## src/rtl/cuckoo_kv_engine_if.sv

```systemverilog
// Request/response bundle between a ledger client and the cuckoo key/value engine.
interface cuckoo_kv_engine_if #(
    parameter int KEY_W     = 32,
    parameter int VAL_W     = 32,
    parameter int VAL_DEPTH = 32
);
    localparam int AW = $clog2(VAL_DEPTH);
    localparam int CW = $clog2(VAL_DEPTH + 1);

    logic             req_valid;
    logic             req_ready;
    logic [1:0]       req_op;
    logic [KEY_W-1:0] req_key;
    logic [VAL_W-1:0] req_data;
    logic             resp_valid;
    logic [2:0]       resp_status;
    logic [VAL_W-1:0] resp_value;
    logic [AW-1:0]    resp_addr;
    logic [CW-1:0]    entry_count;

    modport master (
        output req_valid, req_op, req_key, req_data,
        input  req_ready, resp_valid, resp_status, resp_value, resp_addr, entry_count
    );

    modport slave (
        input  req_valid, req_op, req_key, req_data,
        output req_ready, resp_valid, resp_status, resp_value, resp_addr, entry_count
    );
endinterface

```

## src/rtl/cuckoo_kv_engine.sv

```systemverilog
// Two-table cuckoo hash key/value store with bounded kick loop, one-entry stash and
// saturating-safe credit/debit; one request at a time through a multi-cycle FSM.
module cuckoo_kv_engine #(
    parameter int KEY_W     = 32,
    parameter int VAL_W     = 32,
    parameter int T1_DEPTH  = 11,
    parameter int T2_DEPTH  = 22,
    parameter int VAL_DEPTH = 32,
    parameter int MAX_KICKS = 8
) (
    input  logic              clock,
    input  logic              reset_n,
    cuckoo_kv_engine_if.slave kv
);
    localparam int AW  = $clog2(VAL_DEPTH);
    localparam int CW  = $clog2(VAL_DEPTH + 1);
    localparam int H1W = $clog2(T1_DEPTH);
    localparam int H2W = $clog2(T2_DEPTH);
    localparam int KW  = $clog2(MAX_KICKS + 1);

    localparam logic [1:0] OP_SEARCH = 2'd0, OP_INSERT = 2'd1, OP_CREDIT = 2'd2, OP_DEBIT = 2'd3;
    localparam logic [2:0] ST_OK = 3'd0, ST_NOT_FOUND = 3'd1, ST_DUPLICATE = 3'd2,
                           ST_FULL = 3'd3, ST_OVERFLOW = 3'd4, ST_UNDERFLOW = 3'd5;

    typedef enum logic [2:0] {IDLE, LOOKUP, MATCH, VREAD, VWRITE, PLACE1, PLACE2, RESP} state_t;
    typedef struct packed {
        logic [KEY_W-1:0] key;
        logic [AW-1:0]    addr;
    } ent_t;

    function automatic logic [H1W-1:0] h1(input logic [KEY_W-1:0] k);
        return H1W'(k % KEY_W'(T1_DEPTH));
    endfunction

    function automatic logic [H2W-1:0] h2(input logic [KEY_W-1:0] k);
        return H2W'((k / KEY_W'(T1_DEPTH)) % KEY_W'(T2_DEPTH));
    endfunction

    // Table and value RAMs: contents are never reset, the valid bits qualify them.
    ent_t             t1_mem  [T1_DEPTH];
    ent_t             t2_mem  [T2_DEPTH];
    logic [VAL_W-1:0] val_mem [VAL_DEPTH];
    ent_t             t1_rd, t2_rd;
    logic [VAL_W-1:0] val_rd;

    logic             t1_re, t1_we, t2_re, t2_we, val_re, val_we;
    logic [H1W-1:0]   t1_raddr, t1_waddr;
    logic [H2W-1:0]   t2_raddr, t2_waddr;
    ent_t             t1_wdata, t2_wdata;
    logic [AW-1:0]    val_raddr, val_waddr;
    logic [VAL_W-1:0] val_wdata;

    state_t           state;
    logic [1:0]       op_r;
    logic [KEY_W-1:0] key_r;
    logic [VAL_W-1:0] data_r, bal_r;
    logic [T1_DEPTH-1:0] t1_vld;
    logic [T2_DEPTH-1:0] t2_vld;
    logic [H1W-1:0]   t1_idx;
    logic [H2W-1:0]   t2_idx;
    ent_t             cur, stash;
    logic             stash_valid;
    logic [KW-1:0]    kick;
    logic [CW-1:0]    next_free;
    logic [AW-1:0]    hit_r;
    logic [2:0]       st_r;
    logic             req_ready_r, resp_valid_r;
    logic [2:0]       resp_status_r;
    logic [VAL_W-1:0] resp_value_r;
    logic [AW-1:0]    resp_addr_r;

    logic             t1_hit, t2_hit, s_hit, any_hit, ins_ok;
    logic [AW-1:0]    hit_addr;
    logic [VAL_W:0]   sum;

    assign t1_hit   = t1_vld[t1_idx] && (t1_rd.key == key_r);
    assign t2_hit   = t2_vld[t2_idx] && (t2_rd.key == key_r);
    assign s_hit    = stash_valid && (stash.key == key_r);
    assign any_hit  = t1_hit || t2_hit || s_hit;
    assign hit_addr = t1_hit ? t1_rd.addr : (t2_hit ? t2_rd.addr : stash.addr);
    assign ins_ok   = !any_hit && (next_free != CW'(VAL_DEPTH)) && !stash_valid;
    assign sum      = {1'b0, val_rd} + {1'b0, data_r};

    always_ff @(posedge clock) begin
        if (t1_we)  t1_mem[t1_waddr]   <= t1_wdata;
        if (t2_we)  t2_mem[t2_waddr]   <= t2_wdata;
        if (val_we) val_mem[val_waddr] <= val_wdata;
        if (t1_re)  t1_rd  <= t1_mem[t1_raddr];
        if (t2_re)  t2_rd  <= t2_mem[t2_raddr];
        if (val_re) val_rd <= val_mem[val_raddr];
    end

    // Memory port decode; each read lands one cycle before the state that consumes it.
    always_comb begin
        t1_re = 1'b0; t1_raddr = '0; t1_we = 1'b0; t1_waddr = '0; t1_wdata = '0;
        t2_re = 1'b0; t2_raddr = '0; t2_we = 1'b0; t2_waddr = '0; t2_wdata = '0;
        val_re = 1'b0; val_raddr = '0; val_we = 1'b0; val_waddr = '0; val_wdata = '0;
        case (state)
            LOOKUP: begin
                t1_re = 1'b1; t1_raddr = h1(key_r);
                t2_re = 1'b1; t2_raddr = h2(key_r);
            end
            MATCH: begin
                if (op_r == OP_INSERT) begin
                    if (ins_ok) begin
                        val_we = 1'b1; val_waddr = next_free[AW-1:0]; val_wdata = data_r;
                        t1_re = 1'b1; t1_raddr = h1(key_r);
                    end
                end else if (any_hit) begin
                    val_re = 1'b1; val_raddr = hit_addr;
                end
            end
            VWRITE: begin
                val_we = 1'b1; val_waddr = hit_r; val_wdata = bal_r;
            end
            PLACE1: begin
                t1_we = 1'b1; t1_waddr = t1_idx; t1_wdata = cur;
                if (t1_vld[t1_idx]) begin
                    t2_re = 1'b1; t2_raddr = h2(t1_rd.key);
                end
            end
            PLACE2: begin
                t2_we = 1'b1; t2_waddr = t2_idx; t2_wdata = cur;
                if (t2_vld[t2_idx]) begin
                    t1_re = 1'b1; t1_raddr = h1(t2_rd.key);
                end
            end
            default: ;
        endcase
    end

    always_ff @(posedge clock or negedge reset_n) begin
        if (!reset_n) begin
            state         <= IDLE;
            op_r          <= '0;
            key_r         <= '0;
            data_r        <= '0;
            bal_r         <= '0;
            t1_vld        <= '0;
            t2_vld        <= '0;
            t1_idx        <= '0;
            t2_idx        <= '0;
            cur           <= '0;
            stash         <= '0;
            stash_valid   <= 1'b0;
            kick          <= '0;
            next_free     <= '0;
            hit_r         <= '0;
            st_r          <= ST_OK;
            req_ready_r   <= 1'b1;
            resp_valid_r  <= 1'b0;
            resp_status_r <= '0;
            resp_value_r  <= '0;
            resp_addr_r   <= '0;
        end else begin
            resp_valid_r <= 1'b0;
            case (state)
                IDLE: if (kv.req_valid) begin
                    op_r        <= kv.req_op;
                    key_r       <= kv.req_key;
                    data_r      <= kv.req_data;
                    req_ready_r <= 1'b0;
                    state       <= LOOKUP;
                end
                LOOKUP: begin
                    t1_idx <= h1(key_r);
                    t2_idx <= h2(key_r);
                    state  <= MATCH;
                end
                MATCH: begin
                    if (op_r == OP_INSERT) begin
                        if (any_hit) begin
                            st_r <= ST_DUPLICATE; state <= RESP;
                        end else if (!ins_ok) begin
                            st_r <= ST_FULL; state <= RESP;
                        end else begin
                            cur       <= '{key: key_r, addr: next_free[AW-1:0]};
                            hit_r     <= next_free[AW-1:0];
                            bal_r     <= data_r;
                            next_free <= next_free + 1'b1;
                            kick      <= '0;
                            t1_idx    <= h1(key_r);
                            state     <= PLACE1;
                        end
                    end else if (!any_hit) begin
                        st_r <= ST_NOT_FOUND; state <= RESP;
                    end else begin
                        hit_r <= hit_addr; state <= VREAD;
                    end
                end
                VREAD: begin
                    case (op_r)
                        OP_CREDIT:
                            if (sum[VAL_W]) begin
                                st_r <= ST_OVERFLOW; state <= RESP;
                            end else begin
                                bal_r <= sum[VAL_W-1:0]; state <= VWRITE;
                            end
                        OP_DEBIT:
                            if (data_r > val_rd) begin
                                st_r <= ST_UNDERFLOW; state <= RESP;
                            end else begin
                                bal_r <= val_rd - data_r; state <= VWRITE;
                            end
                        default: begin
                            bal_r <= val_rd; st_r <= ST_OK; state <= RESP;
                        end
                    endcase
                end
                VWRITE: begin
                    st_r <= ST_OK; state <= RESP;
                end
                PLACE1: begin
                    st_r <= ST_OK;
                    if (!t1_vld[t1_idx]) begin
                        t1_vld[t1_idx] <= 1'b1; state <= RESP;
                    end else if (kick == KW'(MAX_KICKS - 1)) begin
                        stash <= t1_rd; stash_valid <= 1'b1; state <= RESP;
                    end else begin
                        cur <= t1_rd; kick <= kick + 1'b1;
                        t2_idx <= h2(t1_rd.key); state <= PLACE2;
                    end
                end
                PLACE2: begin
                    st_r <= ST_OK;
                    if (!t2_vld[t2_idx]) begin
                        t2_vld[t2_idx] <= 1'b1; state <= RESP;
                    end else if (kick == KW'(MAX_KICKS - 1)) begin
                        stash <= t2_rd; stash_valid <= 1'b1; state <= RESP;
                    end else begin
                        cur <= t2_rd; kick <= kick + 1'b1;
                        t1_idx <= h1(t2_rd.key); state <= PLACE1;
                    end
                end
                RESP: begin
                    resp_valid_r  <= 1'b1;
                    resp_status_r <= st_r;
                    resp_value_r  <= (st_r == ST_OK) ? bal_r : '0;
                    resp_addr_r   <= (st_r == ST_OK) ? hit_r : '0;
                    req_ready_r   <= 1'b1;
                    state         <= IDLE;
                end
                default: state <= IDLE;
            endcase
        end
    end

    assign kv.req_ready   = req_ready_r;
    assign kv.resp_valid  = resp_valid_r;
    assign kv.resp_status = resp_status_r;
    assign kv.resp_value  = resp_value_r;
    assign kv.resp_addr   = resp_addr_r;
    assign kv.entry_count = next_free;
endmodule
```

## src/flat_wrapper.sv

```systemverilog
// flat-port wrapper written by rule: the top's interface ports become plain ports
module cuckoo_kv_engine_flat 
#(
    parameter int KEY_W     = 32,
    parameter int VAL_W     = 32,
    parameter int T1_DEPTH  = 11,
    parameter int T2_DEPTH  = 22,
    parameter int VAL_DEPTH = 32,
    parameter int MAX_KICKS = 8
)
  (clock, reset_n, kv_req_valid, kv_req_op, kv_req_key, kv_req_data, kv_req_ready, kv_resp_valid, kv_resp_status, kv_resp_value, kv_resp_addr, kv_entry_count);
  cuckoo_kv_engine_if #(.KEY_W(KEY_W), .VAL_W(VAL_W), .VAL_DEPTH(VAL_DEPTH)) kv_i ();
  input  logic clock;
  input  logic reset_n;
  input wire logic [$bits(kv_i.req_valid)-1:0] kv_req_valid;
  input wire logic [$bits(kv_i.req_op)-1:0] kv_req_op;
  input wire logic [$bits(kv_i.req_key)-1:0] kv_req_key;
  input wire logic [$bits(kv_i.req_data)-1:0] kv_req_data;
  output wire logic [$bits(kv_i.req_ready)-1:0] kv_req_ready;
  output wire logic [$bits(kv_i.resp_valid)-1:0] kv_resp_valid;
  output wire logic [$bits(kv_i.resp_status)-1:0] kv_resp_status;
  output wire logic [$bits(kv_i.resp_value)-1:0] kv_resp_value;
  output wire logic [$bits(kv_i.resp_addr)-1:0] kv_resp_addr;
  output wire logic [$bits(kv_i.entry_count)-1:0] kv_entry_count;
  assign kv_i.req_valid = kv_req_valid;
  assign kv_i.req_op = kv_req_op;
  assign kv_i.req_key = kv_req_key;
  assign kv_i.req_data = kv_req_data;
  assign kv_req_ready = kv_i.req_ready;
  assign kv_resp_valid = kv_i.resp_valid;
  assign kv_resp_status = kv_i.resp_status;
  assign kv_resp_value = kv_i.resp_value;
  assign kv_resp_addr = kv_i.resp_addr;
  assign kv_entry_count = kv_i.entry_count;
  cuckoo_kv_engine #(.KEY_W(KEY_W), .VAL_W(VAL_W), .T1_DEPTH(T1_DEPTH), .T2_DEPTH(T2_DEPTH), .VAL_DEPTH(VAL_DEPTH), .MAX_KICKS(MAX_KICKS)) u_core (.clock(clock), .reset_n(reset_n), .kv(kv_i));
endmodule
```

## config.mk

```make
export PLATFORM = sky130hd
export DESIGN_NAME = cuckoo_kv_engine_flat
export DESIGN_NICKNAME = d
export VERILOG_FILES = /design/src/rtl/cuckoo_kv_engine_if.sv /design/src/rtl/cuckoo_kv_engine.sv /design/src/flat_wrapper.sv
export SDC_FILE = /design/constraint.sdc
export NUM_CORES = 2
export LEC_CHECK = 0
export CAP_MARGIN = 10
export CORE_MARGIN = 2
export CORE_UTILIZATION = 55
export DETAILED_ROUTE_END_ITERATION = 16
export PLACE_DENSITY_LB_ADDON = 0.05
export RECOVER_POWER = 25
export SYNTH_ARGS = -nofsm -noshare
export SYNTH_HDL_FRONTEND = slang
export SYNTH_SLANG_ARGS = --single-unit
```

## constraint.sdc

```tcl
create_clock -name clock -period 23.4 [get_ports clock]
set_clock_uncertainty 0.15 [all_clocks]
set_input_delay 3.51 -clock clock [delete_from_list [all_inputs] [get_ports clock]]
set_output_delay 3.51 -clock clock [all_outputs]
set_load 0.03 [all_outputs]
```

* Word-level counts from Yosys, hierarchy flattened
Memory sizes are Yosys's and may differ from the RTL's. A register that Yosys moved wholly into a read port is not among the register bits.
Cells that the tools add are included.
** Storage, ports and cells
- Register bits :: 278
- Bits in latches :: 0
- Bits in writable memories :: 2245
- Bits in read-only memories :: 0
- Input port bits :: 69
- Logic and storage cells :: 232
- Memories kept :: 3
** Memories
- u_core.val_mem :: words 32, width 32, read ports 1, clocked after Yosys merged registers in 1, write ports 1, line cuckoo_kv_engine.sv:42 : logic [VAL_W-1:0] val_mem [VAL_DEPTH];
- u_core.t2_mem :: words 22, width 37, read ports 1, clocked after Yosys merged registers in 1, write ports 1, line cuckoo_kv_engine.sv:41 : ent_t t2_mem [T2_DEPTH];
- u_core.t1_mem :: words 11, width 37, read ports 1, clocked after Yosys merged registers in 1, write ports 1, line cuckoo_kv_engine.sv:40 : ent_t t1_mem [T1_DEPTH];
** Cells by class
- Add/subtract/negate cells :: 4
- Multiply operators :: 0
- Div/mod/pow operators :: 6
- Magnitude comparators :: 5
- Eq/ne operators :: 32
- Shift operators :: 0
- Multiplexer cells :: 117
- Bitwise operators :: 5
- Reduce and logical (&&, ||, !) cells :: 37
** Operators with widths (number)
- 37-bit 2-to-1 mux :: 13
- 32-bit 2-to-1 mux :: 8
- 32-bit one-hot mux with 2 select lines :: 3
- 37-bit one-hot mux with 3 select lines :: 1
- 32-bit == test :: 3
- 5-bit 2-to-1 mux :: 16
- 37-bit one-hot mux with 2 select lines :: 1
- 32-bit by 4-bit divider with 32-bit output (second input constant) :: 2
- 32-bit by 4-bit modulo with 32-bit output (second input constant) :: 2
- 32-bit by 5-bit modulo with 32-bit output (second input constant) :: 2
- 4-bit 2-to-1 mux :: 15
- 3-bit 2-to-1 mux :: 12
- 4-bit one-hot mux with 3 select lines :: 3
- 32-bit by 32-bit adder with 33-bit output :: 1
- 32-bit > comparator :: 1
- 32-bit subtractor :: 1
- 5-bit one-hot mux with 2 select lines :: 3
- 1-bit 2-to-1 mux :: 25
- 3-bit one-hot mux with 8 select lines :: 1
- 22-bit bitwise OR :: 1
- 6-bit AND reduction :: 3
- 3-bit == test (second input constant) :: 4
- 2-bit by 1-bit inequality test with 1-bit output (second input constant) :: 6
- 3-bit one-hot mux with 2 select lines :: 2
- 38 further kinds :: 77

* Logic depth before layout (Yosys ltp)
- Depth in word-level cells :: 13
- Mapped depth :: 88

* Worst setup path before layout
Ideal clock, no wire load.
- Kind :: reg-to-reg
- From :: reg u_core.t2_rd[36] (netlist name)
- To :: reg u_core.t1_rd[23] (netlist name)
- Arrival time :: 17.296 ns
- Required time :: 22.971 ns
- Path slack :: 5.675 ns
- Stages on the path, launching flop included :: 77
- Period minus slack after synthesis :: 17.725 ns
- Cell sequence :: edfxtp_1 > buf_4 > buf_2 > a21boi_0 > nand3b_1 > o221ai_1 > o2111a_1 > o311ai_1 > o31ai_1 > a211oi_2 > o21ai_0 > maj3_1 > o211ai_2 > nand2_1 > a311o_1 > a32oi_1 > buf_2 > o21a_1 > [... 41 more ...] > nor3_1 > a31oi_1 > o21ai_1 > nor4b_2 > inv_1 > a21oi_1 > ha_1 > nor2b_1 > o21a_1 > mux2_2 > a22o_1 > buf_2 > buf_2 > buf_2 > nand3_1 > nand4_1 > a21oi_1 > mux2i_1
** Between the ends
- Word-level cells in the longest chain between the ends :: 10
- Elaborated cells on any way between the ends :: 15
- Those cells by class :: div: 1; eq/ne: 1; mux: 7; reduce/logical: 6
** Ends and longest elaborated chain
- parallel branches: the longest is 10 deep, another holds 32-bit by 4-bit modulo with 32-bit output
Several ways; the timed one is not identified.
A chain may end at the register's enable or synchronous reset.

* Final worst setup path
- From :: reg u_core.t1_rd[32] (netlist name)
- To :: reg u_core.t2_rd[32] (netlist name)
** Between the ends
- Word-level cells in the longest chain between the ends :: 4
** Ends and longest elaborated chain
- 32-bit by 4-bit divider with 32-bit output :: line cuckoo_kv_engine.sv:36 : return H2W'((k / KEY_W'(T1_DEPTH)) % KEY_W'(T2_DEPTH));
- 32-bit by 5-bit modulo with 32-bit output :: line cuckoo_kv_engine.sv:36
- 5-bit 2-to-1 mux :: line cuckoo_kv_engine.sv:118 : if (t1_vld[t1_idx]) begin
- 5-bit one-hot mux with 2 select lines :: line cuckoo_kv_engine.sv:98 : case (state)
Every way passes these cells.

==> run summary <==
The initial utilization of the core area, before any placement, comes to 55.44%. The arrival time of the worst setup path is approximately 23000 ps. In the layout the commonest cells are sky130_fd_sc_hd__edfxtp_1 (2351), sky130_fd_sc_hd__nand2_1 (908), sky130_fd_sc_hd__o21ai_0 (649), sky130_fd_sc_hd__nor2_1 (634), sky130_fd_sc_hd__a21oi_1 (561).

The class of the tightest hold or removal check is reg -> reg. The clock tree from TritonCTS is yes. The later-pin clock latency in the skew report came out at approximately 990 ps.

In this run the core area contains 184 standard-cell rows. For this run, the leading register cell type out of synthesis is sky130_fd_sc_hd__edfxtp_1. The gate count of the mapped netlist is 11826. The via count of the first global-routing pass was 99291.

The detail route stage leaves a number of antenna-violating nets equal to 0. The number of CTS-inserted buffers came out at 292. The buffer levels on the longest clock path came out at 4. The core region is 251900 sq um. The slew of the pin with the lowest slew margin is 5575 ps. Of all cell types, the one taking the most synthesized area is sky130_fd_sc_hd__edfxtp_1. The sequential cell area in the final layout came out at 77570 sq um. The part of the Yosys area used for sequential elements is between 50% and 60%. By area the synthesized netlist is led by sky130_fd_sc_hd__edfxtp_1 (51%), sky130_fd_sc_hd__dfrtp_1 (5.0%), sky130_fd_sc_hd__mux4_2 (3.6%). The number of synthesized flops with an enable pin is 2351. The synthesized-area fraction occupied by xor and xnor cells is 1.825%. The number of H-tree levels came out at 5. In the final routed layout, each cell accounts on average for between 20 and 30 microns. Global routing consumed, over all layers together, between 30% and 40% of the routing resources.

The clock slew at the register clock pins of the worst setup and hold paths is 60 ps. The simple-gate area share of the yosys netlist is 12.78%. The checks that failed: capacitance limit, slew limit. After detailed routing, the total wire length is roughly 440000 microns. The number of antenna violations at the first check in global routing is 34.

The final worst-path setup slack came out at 1252 ps. Headroom to the max-slew limit came out at -271.7%. Static timing analysis puts the maximum clock frequency at 45.15 MHz. The detail-routed via count per cell is around 7. The die width is 507.9 microns.

The count of yosys warnings during synthesis came out at 0. After synthesis the netlist holds a flip-flop and latch count of 2629. Multiplexer cells account for 7.564% of the synthesized area.

The area growth from synthesis to layout came out at 10.33%. Of the cells placed in the final design, the portion with a size suffix greater than 1 is between 10 and 15%. The maximum number of pins on one net before global-route repair came out at 205. The net count of the mapped netlist came out at about 12000.

The max-slew violation count came out at 728. STA classifies the critical path endpoint as a flop. The first-pass detailed-route iteration total came out at 8. The dominant combinational cell family by area after synthesis is compound AO/OA/AOI/OAI gates.

Among all stages on the critical path, the largest delay is contributed by sky130_fd_sc_hd__edfxtp_1. The clock net in this run drives a total of approximately 2600 sinks. The maximum single-stage delay on the critical path came out at roughly 750 ps.

The endpoint required time on the critical path came out at 24010 ps. The number of hold violations in the final report came out at 0. The largest fanout of any net on the critical path came out at 27. Of the total synthesized cell area, the portion taken by full adders, half adders and majority gates is 0.8279%.

The total via count in the routed design came out at 105726. The remaining global-route overflow came out at 0. The overall die area came out at 257900 sq um. Summed over all nets, the half-perimeter wirelength after detailed placement is 274300 microns. The setup path with the least slack is of type reg -> reg. The flow ran to the end, but the final reports show violations. The final critical-path share of the clock period came out at 94.65%. Subtracting the final worst setup slack from the clock period gives 22150 ps. The library cell used most frequently in the layout, excluding fill and tap cells, is sky130_fd_sc_hd__edfxtp_1. The height of the die came out at 507.9 microns.

The number of violations of the max-capacitance limit is 18. The cell that appears most often on the critical path is sky130_fd_sc_hd__buf_4. The number of different library cells in the post-synthesis netlist came out at about 170. The average cell area after synthesis is around 12 sq um. The accumulated negative setup slack came out at 0 ps. Of all flip-flops after synthesis, the portion carrying an async set or reset was 10.57%. Final hold analysis gives a worst-case slack of 313.4 ps. The number of DRC markers after the initial detailed-route iteration is 14154. The final net count is 11902. Summing every instance area after synthesis gives 139600 sq um.

During I/O placement, the number of pins put on the boundary was 117. The synthesized design devotes to its leading area cell type approximately half of total area. The residual DRC count is 0. The critical path launch point type is a flop. The global placer's final weighted congestion is 0.9240. The multi-input gate area in the final layout is between 50000 and 60000 sq um. The total of endpoints with negative setup slack in the final report came out at 0. Counting the fill cells in the layout gives 19736. In this run the tool buffered the top-level ports with 116 buffer cells. In this run the clock root is driven by a sky130_fd_sc_hd__clkbuf_16. OpenSTA, run right after detailed placement, puts the worst setup slack at between 600 and 700 ps.

The global-route wire length before repair came out at between 600000 and 700000 microns. The synthesized netlist devotes around 18% of its cell area to compound gates.
## critical path, delay by kind of cell (launching register included)
family                    cells  cell delay, ps
AOI/OAI and AO/OA            40           12090
xor gates and xnor gates      2             730
buffers and inverters         6            1590
DFF                           1             750
muxes                         2             610
and+or+nand+nor              17            5890
## per-layer routing
| layer | wire length, microns | up-vias | share of wire, % | global-route usage [%] |
|---|---|---|---|---|
| li1 | - | 46547 | - | - |
| met3 | 43840 | 777 | 9.9 | 6.026 |
| met5 | 34 | - | 0.0077 | 0 |
| met2 | 195700 | 5365 | 44 | 49.46 |
| met4 | 16730 | 4 | 3.8 | 12.21 |
| met1 | 185800 | 53033 | 42 | 49.02 |
## sequential cells by signal, indices dropped and copies added (netlist names), 11 cells and up
name                  count
u_core.val_mem         1024
u_core.t2_vld            22
u_core.t1_vld            11
u_core.cur               37
u_core.t2_mem           814
u_core.data_r            32
u_core.t2_rd             37
u_core.stash             37
u_core.key_r             32
u_core.kv.resp_value     32
u_core.t1_mem           407
u_core.val_rd            32
u_core.bal_r             32
u_core.t1_rd             37
## Yosys cell counts, types with 76 or more instances
library cell	count
sky130_fd_sc_hd__o21ai_1	83
sky130_fd_sc_hd__xnor2_1	202
sky130_fd_sc_hd__a21oi_1	563
sky130_fd_sc_hd__mux4_2	221
sky130_fd_sc_hd__a31oi_1	215
sky130_fd_sc_hd__nand2_1	916
sky130_fd_sc_hd__edfxtp_1	2351
sky130_fd_sc_hd__clkbuf_1	533
sky130_fd_sc_hd__a211oi_1	252
sky130_fd_sc_hd__nor4_1	76
sky130_fd_sc_hd__a21o_1	150
sky130_fd_sc_hd__o21ai_0	649
sky130_fd_sc_hd__mux2i_1	227
sky130_fd_sc_hd__nand4_1	114
sky130_fd_sc_hd__and2_1	84
sky130_fd_sc_hd__o21a_1	76
sky130_fd_sc_hd__nor2_1	692
sky130_fd_sc_hd__o211ai_1	230
sky130_fd_sc_hd__dfrtp_1	277
sky130_fd_sc_hd__or3_1	320
sky130_fd_sc_hd__a22o_1	127
sky130_fd_sc_hd__and3_1	264
sky130_fd_sc_hd__nor3_1	203
sky130_fd_sc_hd__o22ai_1	109
sky130_fd_sc_hd__buf_2	176
sky130_fd_sc_hd__mux2_2	193
sky130_fd_sc_hd__nand3_1	499
sky130_fd_sc_hd__inv_1	172
## stage by stage
stage,instance area [sq um],util (%),std cells
floorplan,139600,-,11826
global placement,144700,57.46,14783
detailed placement,144700,57.46,14784
CTS,153600,60.98,15276
global route,154000,61.16,15311
finish,154100,61.17,15328
## repair_timing
action                                  4_1_cts  5_1_grt
hold buffers                                  0        0
gates resized for setup                       0       39
endpoints found under the setup margin        0       78
buffers inserted                              0       23
## cells by family (layout without fill, tap and decap cells)
family / count (synthesis) / count (layout)
adder cells (fa/ha/maj): 95 / 95
buffers and inverters: 1075 / 1203
other: 0 / 25
AND/OR/NAND/NOR: 3553 / 3553
AO/OA/AOI/OAI: 3502 / 3503
multiplexers: 690 / 690
flip-flops: 2629 / 2629
XOR/XNOR: 282 / 282
## final cells by class
| cell class | instances | area share [%] |
|---|---|---|
| multi-input combinational | 8123 | 37.68 |
| tap | 3348 | 2.719 |
| antenna | 25 | 0.04061 |
| inverter | 192 | 0.4710 |
| clock buffer | 366 | 5.032 |
| sequential | 2629 | 50.34 |
| timing repair buffer | 519 | 2.992 |
| clock inverter | 126 | 0.7195 |
## worst paths after layout
path,slack [ps],startpoint,depth (start not counted),endpoint
worst min register to register,310,u_core.t2_vld[0],1,u_core.t2_vld[0]
max in group asynchronous,15010,reset_n,3,u_core.t2_vld[9]
worst min-delay path,310,u_core.t2_vld[0],1,u_core.t2_vld[0]
worst max-delay path,1250,u_core.t1_rd[32],67,u_core.t2_rd[32]
min in group asynchronous,4480,reset_n,1,u_core.key_r[27]
worst max register to register,1250,u_core.t1_rd[32],67,u_core.t2_rd[32]
Power is not shown: default switching activity piles up to over one toggle a cycle in this logic, so the estimate is an artifact.
